<file path="config.mk">
export PLATFORM = sky130hd
export DESIGN_NAME = sfifo_pkt_reader_flat
export DESIGN_NICKNAME = d
export VERILOG_FILES = /design/src/rtl/sfifo_pkt_pkg.sv /design/src/rtl/sfifo_pkt_reader_if.sv /design/src/rtl/pipe_skid_w18.sv /design/src/rtl/sfifo_pkt_reader.sv /design/src/flat_wrapper.sv
export SDC_FILE = /design/constraint.sdc
export NUM_CORES = 1
export LEC_CHECK = 0
export ABC_AREA = 1
export CORE_ASPECT_RATIO = 0.7
export CORE_MARGIN = 4
export CORE_UTILIZATION = 30
export DETAILED_ROUTE_END_ITERATION = 8
export GPL_TIMING_DRIVEN = 0
export PLACE_DENSITY = 0.5
export SLEW_MARGIN = 30
export SYNTH_ARGS = -nofsm -noshare
export SYNTH_HDL_FRONTEND = slang
export SYNTH_SLANG_ARGS = --single-unit
</file>
<file path="constraint.sdc">
create_clock -name clk -period 3.4 [get_ports clk]
set_clock_uncertainty 0.05 [all_clocks]
set_input_delay 1.02 -clock clk [delete_from_list [all_inputs] [get_ports clk]]
set_output_delay 1.02 -clock clk [all_outputs]
set_load 0.02 [all_outputs]
</file>
<file path="src/rtl/sfifo_pkt_pkg.sv">
// Shared types and constants for the FIFO packet reader.
package sfifo_pkt_pkg;

  localparam int DW          = 16;
  localparam int LEN_W       = 5;
  localparam int MAX_LEN     = 31;
  localparam int CNT_W       = 16;
  localparam int FIFO_DEPTH  = 32;
  // The FIFO reports a 5-bit occupancy that wraps to 0 when full.
  localparam int FIFO_CNT_W  = 5;
  // One extra bit so a full FIFO (32 words) can be represented.
  localparam int AVAIL_W     = FIFO_CNT_W + 1;
  localparam int WORD_W      = DW + 2;

  typedef enum logic [0:0] {
    IDLE = 1'b0,
    SEND = 1'b1
  } state_t;

  typedef struct packed {
    logic [DW-1:0] data;
    logic          sop;
    logic          eop;
  } stream_word_t;

  // A header is legal when its length field is 1..MAX_LEN.
  function automatic logic len_legal(input logic [LEN_W-1:0] len);
    return (len != '0) && (AVAIL_W'(len) <= AVAIL_W'(MAX_LEN));
  endfunction

endpackage

</file>
<file path="src/rtl/sfifo_pkt_reader_if.sv">
// Packet output stream: valid/ready handshake with sop/eop framing.
interface sfifo_pkt_reader_if #(
  parameter int DW = 16
);
  logic          out_valid;
  logic          out_ready;
  logic [DW-1:0] out_data;
  logic          out_sop;
  logic          out_eop;

  modport master (
    output out_valid,
    output out_data,
    output out_sop,
    output out_eop,
    input  out_ready
  );

  modport slave (
    input  out_valid,
    input  out_data,
    input  out_sop,
    input  out_eop,
    output out_ready
  );
endinterface

</file>
<file path="src/rtl/pipe_skid_w18.sv">
// Two-entry valid/ready skid buffer for an 18-bit word. Outputs come
// straight from the head register so the downstream sees registered data.
module pipe_skid_w18 (
  input  logic        clk,
  input  logic        rst,
  input  logic        in_valid,
  output logic        in_ready,
  input  logic [17:0] in_word,
  output logic        out_valid,
  input  logic        out_ready,
  output logic [17:0] out_word
);

  logic [17:0] slot0_reg;
  logic [17:0] slot1_reg;
  logic [1:0]  count_reg;
  logic        push;
  logic        pop;

  // Ready only depends on occupancy, never on the same-cycle pop.
  assign in_ready  = (count_reg != 2'd2);
  assign out_valid = (count_reg != 2'd0);
  assign out_word  = slot0_reg;
  assign push      = in_valid && in_ready;
  assign pop       = out_valid && out_ready;

  // Storage update: slot0 is always the head, slot1 the overflow entry.
  always_ff @(posedge clk or posedge rst) begin
    if (rst) begin
      slot0_reg <= '0;
      slot1_reg <= '0;
      count_reg <= 2'd0;
    end else begin
      case ({push, pop})
        2'b10: begin
          if (count_reg == 2'd0) slot0_reg <= in_word;
          else                   slot1_reg <= in_word;
          count_reg <= count_reg + 2'd1;
        end
        2'b01: begin
          slot0_reg <= slot1_reg;
          count_reg <= count_reg - 2'd1;
        end
        2'b11: begin
          if (count_reg == 2'd1) begin
            slot0_reg <= in_word;
          end else begin
            slot0_reg <= slot1_reg;
            slot1_reg <= in_word;
          end
        end
        default: ;
      endcase
    end
  end

endmodule

</file>
<file path="src/rtl/sfifo_pkt_reader.sv">
// Drains length-prefixed packets from a FWFT sync FIFO onto a framed
// valid/ready stream. A packet is started only once it is fully resident,
// so the payload never underflows mid-packet. Bad headers are dropped.
module sfifo_pkt_reader
  import sfifo_pkt_pkg::*;
#(
  parameter int CNT_W_P = CNT_W
) (
  input  logic                  clk,
  input  logic                  rst,
  input  logic [DW-1:0]         fifo_dout,
  input  logic                  fifo_empty,
  input  logic                  fifo_full,
  input  logic [FIFO_CNT_W-1:0] fifo_data_count,
  output logic                  fifo_rd_en,
  sfifo_pkt_reader_if.master    strm,
  output logic                  hdr_err,
  output logic [CNT_W_P-1:0]    pkt_cnt,
  output logic [CNT_W_P-1:0]    err_cnt
);

  state_t             state_reg, state_next;
  logic [LEN_W-1:0]   rem_reg, rem_next;
  logic               settle_reg, settle_next;
  logic [CNT_W_P-1:0] pkt_cnt_reg, err_cnt_reg;
  logic               pkt_inc, err_inc;

  logic [AVAIL_W-1:0] avail;
  logic [LEN_W-1:0]   hdr_len;
  logic [AVAIL_W-1:0] hdr_need;
  logic               hdr_ok;

  logic               skid_rdy;
  logic               skid_push;
  stream_word_t       skid_in;
  stream_word_t       skid_out;
  logic               skid_out_valid;

  // Full FIFO reads back a count of 0, so substitute the depth.
  assign avail    = fifo_full ? AVAIL_W'(FIFO_DEPTH) : AVAIL_W'(fifo_data_count);
  assign hdr_len  = fifo_dout[LEN_W-1:0];
  assign hdr_need = AVAIL_W'(hdr_len) + AVAIL_W'(1);
  assign hdr_ok   = len_legal(hdr_len);

  // State, remaining-length, settle flag and statistics registers.
  always_ff @(posedge clk or posedge rst) begin
    if (rst) begin
      state_reg   <= IDLE;
      rem_reg     <= '0;
      settle_reg  <= 1'b0;
      pkt_cnt_reg <= '0;
      err_cnt_reg <= '0;
    end else begin
      state_reg  <= state_next;
      rem_reg    <= rem_next;
      settle_reg <= settle_next;
      if (pkt_inc) pkt_cnt_reg <= pkt_cnt_reg + CNT_W_P'(1);
      if (err_inc) err_cnt_reg <= err_cnt_reg + CNT_W_P'(1);
    end
  end

  // Header admission and payload forwarding. After an eop pop one idle
  // cycle (settle) is inserted so the FIFO occupancy reflects the pops
  // before the next header's residency check.
  always_comb begin
    state_next  = state_reg;
    rem_next    = rem_reg;
    settle_next = 1'b0;
    fifo_rd_en  = 1'b0;
    skid_push   = 1'b0;
    skid_in     = '{data: fifo_dout, sop: 1'b0, eop: 1'b0};
    hdr_err     = 1'b0;
    pkt_inc     = 1'b0;
    err_inc     = 1'b0;
    case (state_reg)
      IDLE: begin
        if (!settle_reg && !fifo_empty) begin
          if (!hdr_ok) begin
            fifo_rd_en = 1'b1;
            hdr_err    = 1'b1;
            err_inc    = 1'b1;
          end else if ((avail >= hdr_need) && skid_rdy) begin
            fifo_rd_en  = 1'b1;
            skid_push   = 1'b1;
            skid_in.sop = 1'b1;
            rem_next    = hdr_len;
            state_next  = SEND;
          end
        end
      end
      SEND: begin
        if (!fifo_empty && skid_rdy) begin
          fifo_rd_en  = 1'b1;
          skid_push   = 1'b1;
          skid_in.eop = (rem_reg == LEN_W'(1));
          rem_next    = rem_reg - LEN_W'(1);
          if (rem_reg == LEN_W'(1)) begin
            pkt_inc     = 1'b1;
            state_next  = IDLE;
            settle_next = 1'b1;
          end
        end
      end
      default: state_next = IDLE;
    endcase
  end

  pipe_skid_w18 u_skid (
    .clk       (clk),
    .rst       (rst),
    .in_valid  (skid_push),
    .in_ready  (skid_rdy),
    .in_word   (skid_in),
    .out_valid (skid_out_valid),
    .out_ready (strm.out_ready),
    .out_word  (skid_out)
  );

  assign strm.out_valid = skid_out_valid;
  assign strm.out_data  = skid_out.data;
  assign strm.out_sop   = skid_out.sop && skid_out_valid;
  assign strm.out_eop   = skid_out.eop && skid_out_valid;
  assign pkt_cnt        = pkt_cnt_reg;
  assign err_cnt        = err_cnt_reg;

`ifndef SYNTHESIS
  // Popping an empty FIFO would corrupt its pointers.
  a_no_pop_empty: assert property (@(posedge clk) disable iff (rst)
    !(fifo_rd_en && fifo_empty));
`endif

endmodule

</file>
<file path="src/flat_wrapper.sv">
// flat-port wrapper written by rule: the top's interface ports become plain ports
module sfifo_pkt_reader_flat import sfifo_pkt_pkg::*;
#(
  parameter int CNT_W_P = CNT_W
)
  (clk, rst, fifo_dout, fifo_empty, fifo_full, fifo_data_count, fifo_rd_en, hdr_err, pkt_cnt, err_cnt, strm_out_valid, strm_out_data, strm_out_sop, strm_out_eop, strm_out_ready);
  sfifo_pkt_reader_if #(.DW(16)) strm_i ();
  input  logic clk;
  input  logic rst;
  input  logic [DW-1:0] fifo_dout;
  input  logic fifo_empty;
  input  logic fifo_full;
  input  logic [FIFO_CNT_W-1:0] fifo_data_count;
  output logic fifo_rd_en;
  output logic hdr_err;
  output logic [CNT_W_P-1:0] pkt_cnt;
  output logic [CNT_W_P-1:0] err_cnt;
  output wire logic [$bits(strm_i.out_valid)-1:0] strm_out_valid;
  output wire logic [$bits(strm_i.out_data)-1:0] strm_out_data;
  output wire logic [$bits(strm_i.out_sop)-1:0] strm_out_sop;
  output wire logic [$bits(strm_i.out_eop)-1:0] strm_out_eop;
  input wire logic [$bits(strm_i.out_ready)-1:0] strm_out_ready;
  assign strm_out_valid = strm_i.out_valid;
  assign strm_out_data = strm_i.out_data;
  assign strm_out_sop = strm_i.out_sop;
  assign strm_out_eop = strm_i.out_eop;
  assign strm_i.out_ready = strm_out_ready;
  sfifo_pkt_reader #(.CNT_W_P(CNT_W_P)) u_core (.clk(clk), .rst(rst), .fifo_dout(fifo_dout), .fifo_empty(fifo_empty), .fifo_full(fifo_full), .fifo_data_count(fifo_data_count), .fifo_rd_en(fifo_rd_en), .strm(strm_i), .hdr_err(hdr_err), .pkt_cnt(pkt_cnt), .err_cnt(err_cnt));
endmodule
</file>
# [Word level (Yosys, flattened, before mapping)]
# Cells that the tools add are included.
[totals] register_bits=77 latchBits=0 ram_bits=0 mem_bits_ro=0 input_bits=26 output_inout_bits=53 word_cells=80 n_memories=0
[op_classes] n_addsub=6 n_mul=0 div=0 magnitude_cmp=1 n_eq_ne=13 n_shift=0 mux=33 bitwise=1 n_reduce_logical=18
[ops] cell="$mux 18" count=4
[ops] cell="$pmux 18 s3" count=1
[ops] cell="$pmux 18 s2" count=1
[ops] cell="$add 16x1->16 const B" count=2
[ops] cell="$mux 5" count=4
[ops] cell="$mux 1" count=17
[ops] cell="$ne 2x2->1 const B" count=5
[ops] cell="$pmux 5 s2" count=1
[ops] cell="$logic_and 1x1->1" count=7
[ops] cell="$add 5x1->6 const B" count=1
[ops] cell="$ge 6x6->1" count=1
[ops] cell="$mux 6" count=1
[ops] cell="$ne 2x1->1 const B" count=3
[ops] cell="$pmux 1 s2" count=3
[ops] cell="$reduce_bool 2->1" count=3
[ops] cell="$eq 5x1->1 const B" count=1
[ops] cell="$reduce_bool 5->1" count=1
[ops] cell="$sub 5x1->5 const B" count=1
[ops] cell="$eq 2x1->1 const B" count=2
[ops] cell="$eq 2x2->1 const B" count=2
[ops] cell="$pmux 2 s2" count=1
[ops] cell="$reduce_and 4->1" count=1
[ops] cell="$reduce_and 3->1" count=1
[ops] cell="$reduce_bool 3->1" count=1
[ops] cell="6 further kinds" count=7

# [Depth between registers and ports, before layout]
[depth] word_depth=11 ltp_mapped=20

# [By module]
# From an unflattened synthesis, not the netlist that was laid out.
[unflattened] hier_cells=637 area_unflattened_um2=4759.6
[by_module_without_submodules] module="sfifo_pkt_reader" n_inst=1 cells_per_inst=351 area_each_um2=2601.2
[by_module_without_submodules] module="pipe_skid_w18" n_inst=1 cells_per_inst=286 area_each_um2=2158.3

# [Worst setup path before layout]
# Ideal clock, no wire load.
[synth_path] kind="input to register" startpoint="input port fifo_dout[0]" endpoint="register u_core.u_skid.slot0_reg[0] (netlist: u_core.u_skid.out_word[0])" setup_ns=0.117 arrival_time_ns=3.353 setup_slack_ns=-0.120 path_stages=20 n_path_buf=2 path_cell_list="ha_1 -> nand3_1 -> xor2_1 -> inv_1 -> ha_1 -> nand2_1 -> inv_1 -> a21oi_1 -> nand2_1 -> nand3_2 -> nand2_2 -> buf_2 -> ha_1 -> a21oi_1 -> nor2_4 -> buf_2 -> nand2_1 -> o21ai_0 -> nand2_1 -> nand2_1"
[synth_between] elab_chain_cells=11 elab_cells_between_ends=16
[synth_lines] item="from (decl)" line="flat_wrapper.sv:10" source="input logic [DW-1:0] fifo_dout;"
[synth_lines] item="$add 5x1->6" line="sfifo_pkt_reader.sv:42" source="assign hdr_need = AVAIL_W'(hdr_len) + AVAIL_W'(1);"
[synth_lines] item="$ge 6x6->1" line="sfifo_pkt_reader.sv:82" source="end else if ((avail >= hdr_need) && skid_rdy) begin"
[synth_lines] item="$logic_and 1x1->1" line="sfifo_pkt_reader.sv:82"
[synth_lines] item="$mux 1" line="sfifo_pkt_reader.sv:82"
[synth_lines] item="$mux 1 (*)" line="sfifo_pkt_reader.sv:78" source="if (!hdr_ok) begin"
[synth_lines] item="$mux 1 (*)" line="sfifo_pkt_reader.sv:77" source="if (!settle_reg && !fifo_empty) begin"
[synth_lines] item="$pmux 1 s2 (*)" line="sfifo_pkt_reader.sv:75" source="case (state_reg)"
[synth_lines] item="$logic_and 1x1->1 (*)" line="pipe_skid_w18.sv:24" source="assign push = in_valid && in_ready;"
[synth_lines] item="$eq 2x2->1 / $eq 2x1->1 (equally long branches)" line="pipe_skid_w18.sv:34" source="case ({push, pop})"
[synth_lines] item="$ne 2x2->1 (no line) / $reduce_bool 3->1 (equally long branches)"
[synth_lines] item="$reduce_and 2->1 (no line)"
[synth_lines] item="to (signal assigned)" line="pipe_skid_w18.sv:36" source="if (count_reg == 2'd0) slot0_reg <= in_word;"
[synth_lines] item="to (signal assigned)" line="pipe_skid_w18.sv:41" source="slot0_reg <= slot1_reg;"
[synth_lines] item="to (signal assigned)" line="pipe_skid_w18.sv:46" source="slot0_reg <= in_word;"
[synth_lines] item="to (decl)" line="pipe_skid_w18.sv:14" source="logic [17:0] slot0_reg;"
# Every way passes the cells marked *; elsewhere a longest branch is shown, timed or not.
# A chain may end at the register's enable or synchronous reset.

# [Final worst setup path]
[layout_path] startpoint="input port fifo_dout[0]" endpoint="output port fifo_rd_en"
[layout_between] elab_chain_cells=7 elab_cells_between_ends=8
[layout_lines] item="$add 5x1->6" line="sfifo_pkt_reader.sv:42"
[layout_lines] item="$ge 6x6->1" line="sfifo_pkt_reader.sv:82"
[layout_lines] item="$logic_and 1x1->1" line="sfifo_pkt_reader.sv:82"
[layout_lines] item="$mux 1" line="sfifo_pkt_reader.sv:82"
[layout_lines] item="$mux 1 (*)" line="sfifo_pkt_reader.sv:78"
[layout_lines] item="$mux 1 (*)" line="sfifo_pkt_reader.sv:77"
[layout_lines] item="$pmux 1 s2 (*)" line="sfifo_pkt_reader.sv:75"
[layout_lines] item="to (decl)" line="flat_wrapper.sv:14" source="output logic fifo_rd_en;"
# Marked as above.

==> results.yml <==
outcome:
  outcome: "complete, but fails checks"
  violations: "setup timing"
power:
  p_leak_nw: 2.85
  ir_drop_mv: 0.299
  power_density_nw_per_um2: 700
timing:
  fin_setup_tns_ps: -186
  finalHoldViolCount: 0
  relSlewSlack: 0.698
  fin_ws_ps: -186
  rsz0062_at_grt: "yes"
  tightest_slew_ps: 449
  min_period_ps: 3590
  slew_violations: 0
  fin_crit_sh: 1.05
  max_freq_mhz: 279
  setup_violations: 1
clock_network:
  cts.path.max_buffers: 2
  clock-sinks: 77
  cts-htree-levels: 3
  cts.clk_slew.worst_paths_ps: 60
  numCtsBuffers: 9
  cts_tree: "built"
  root_buffer: "clkbuf_16"
  clock_latency_ps: 330
grt:
  grt_first_pass_wirelength_mm: 17.4
  grtUsageTotal: 0.134
  grt_start_max_net_pins: 61
  grt_pass1_vias: 3531
  overflow: 0
  antenna_found_initial: 1
die:
  die_w_um: 151
  die_h_um: 108
  rows: 36
  core_um2: 14000
  die_area_um2: 16400
  start_util: 0.308
  num_io_pins: 79
detailed_routing:
  dr.pass1.iters: 4
  drt_iter0_drc: 155
  post_drt_wl_per_cell_um: 12.6
  drc: 0
  drt_wl_total_mm: 10.4
  dr_wl_met2_mm: 4.30
  top_layer: "met4"
  wl_met1_mm: 5.40
  wl_met3_um: 599
  antenna_left: 0
  num_vias: 3566
  routed_via_density: 4.34
placement:
  pre_cts_slack_ps: -1230
  io_buffers: 78
  place.gp.congestion: 0.743
  dp_hpwl_mm: 7.61
  dp_cells: 788
yosys:
  synth-edff-count: 0
  netlist_area_um2: 4320
  syn-instance-count: 519
  ys_seq_area_frac: 0.446
  synth_top_flop_cell: "dfrtp_1"
  yosysWarnings: 0
  synth-seq-cells: 77
  async_flop_share: 1.00
  synth.avg_cell_area_um2: 8.32
  synth_cell_types: 40
  synth_fp_nets: 563
run:
  maxCapViolations: 0
worst_setup_path:
  timing.critical_path.mode_cell: "nand2_1"
  crit_chain: "buf_12 > clkinvlp_4 > nor3_4 > xor2_1 > ha_1 > nand2_1 > nand2_1 > a21oi_2 > nand2_2 > nand4_1 > nand3_2 > buf_6"
  crit_fanout: 3
  critPathSlowestCell: "ha_1"
  cp.arrival_ps: 2520
  cp.required_ps: 2330
  end_kind: "output pin"
  critPathKind: "input pin to output pin"
  cp-start-kind: "input pin"
  crit_path_max_incr_delay_ps: 260
final_layout:
  final_nets: 670
  fin_cells: 822
  drive_above_1_share: 0.179
  nFillCells: 1412
  area_delta_synth_final_pct: 38.1
hold_path:
  hold_class: "flop to flop"
-- metrics by stage --
| stage | hold slack, ps | area (um2) | utilization | power, mW |
|---|---|---|---|---|
| finish | 432 | 5960 | 0.425 | 4.17 |
| global route | 449 | 5960 | 0.425 | 4.51 |
| CTS | 438 | 5780 | 0.412 | 4.06 |
| detailed placement | 424 | 5390 | 0.385 | 3.11 |
| global placement | 407 | 5360 | 0.382 | 3.07 |
| floorplan | 403 | 4340 | - | 2.54 |
-- cell usage after synthesis, types with 2 or more instances --
cell type	n	area, um2
nand4_1	11	68.8
nand3_2	3	30.0
buf_4	18	135
nand2_2	3	18.8
a21oi_1	3	15.0
nand2_4	3	33.8
nor3_1	8	40.0
inv_1	62	233
xnor2_1	13	114
ha_1	18	225
nor2_2	5	31.3
buf_2	2	10.0
nand2_1	133	499
o21ai_1	2	10.0
nand3_1	37	185
o21ai_0	51	255
nor2_1	24	90.1
xor2_1	17	149
inv_2	3	11.3
clkbuf_1	4	15.0
nor2_4	4	45.0
dfrtp_1	77	1930
-- logic make-up after synthesis --
kind of cell,synth area share
XOR/XNOR,0.0609
adder cells (fa/ha/maj),0.0522
AND/OR/NAND/NOR,0.262
buffers and inverters,0.105
flip-flops,0.446
AO/OA/AOI/OAI,0.0736
-- worst max-delay path, delay by kind of cell --
kind,cells,cell delay [ps]
AND/OR/NAND/NOR,6,580
adder cells (fa/ha/maj),1,260
AO/OA/AOI/OAI,1,120
buffers and inverters,3,340
XOR/XNOR,1,180
-- what timing repair did --
action,4_1_cts,5_1_grt
pin swaps,15,15
setup buffers,6,11
hold buffers,0,0
endpoints found under the setup margin,38,38
gates resized for setup,52,33
-- power breakdown --
part	switching [mW]	internal (mW)	total, mW
Sequential	0.176	1.19	1.37
Clock	0.383	0.499	0.882
Combinational	1.03	0.891	1.92
Total	1.59	2.58	4.17
-- cell usage in the layout, fill, tap and decap left out, types with 3 or more instances in the layout --
cell             netlist  final
nand2_1              133    129
dfrtp_1               77     77
clkdlybuf4s50_1        0     67
inv_1                 62     58
o21ai_0               51     47
nand3_1               37     35
buf_4                 18     34
nor2_1                24     24
xor2_1                17     17
ha_1                  18     14
xnor2_1               13     13
nand4_1               11     11
clkbuf_16              0      9
nor3_1                 8      7
nand2_2                3      6
buf_6                  1      6
nor2_4                 4      5
o21ai_1                2      5
clkinv_4               1      4
nand2_4                3      4
inv_2                  3      4
nand3_2                3      4
nor2_2                 5      4
dlygate4sd2_1          0      4
buf_8                  1      3
-- final timing paths --
| check | cells past startpoint | slack (ps) | to | start |
|---|---|---|---|---|
| max | 12 | -190 | fifo_rd_en | fifo_dout[0] |
| min | 1 | 430 | u_core.err_cnt[15] | u_core.err_cnt[15] |
| max reg2reg | 14 | 690 | u_core.u_skid.out_word[5] | u_core.u_skid.count_reg[0] |
| min reg2reg | 1 | 430 | u_core.err_cnt[15] | u_core.err_cnt[15] |
| max in group asynchronous | 3 | 1810 | u_core.u_skid.slot1_reg[9] | rst |
| min in group asynchronous | 2 | 940 | u_core.err_cnt[0] | rst |
-- routing by layer --
metal / global-route usage / vias to the layer above
li1: - / 1856
met5: 0 / -
met3: 0.0436 / 9
met2: 0.192 / 76
met4: 0.0298 / 0
met1: 0.196 / 1625
-- final cells by class --
type | instances | area, um2 | share of cell area
Multi-Input combinational cell | 347 | 2050 | 0.344
Sequential cell | 77 | 1930 | 0.323
Timing Repair Buffer | 96 | 953 | 0.160
Inverter | 67 | 270 | 0.0453
Buffer | 28 | 243 | 0.0407
Tap cell | 190 | 238 | 0.0399
Clock buffer | 10 | 229 | 0.0384
Clock inverter | 6 | 47.5 | 0.00798
Antenna cell | 1 | 2.50 | 0.000420
(Power assumes the default switching activity.)
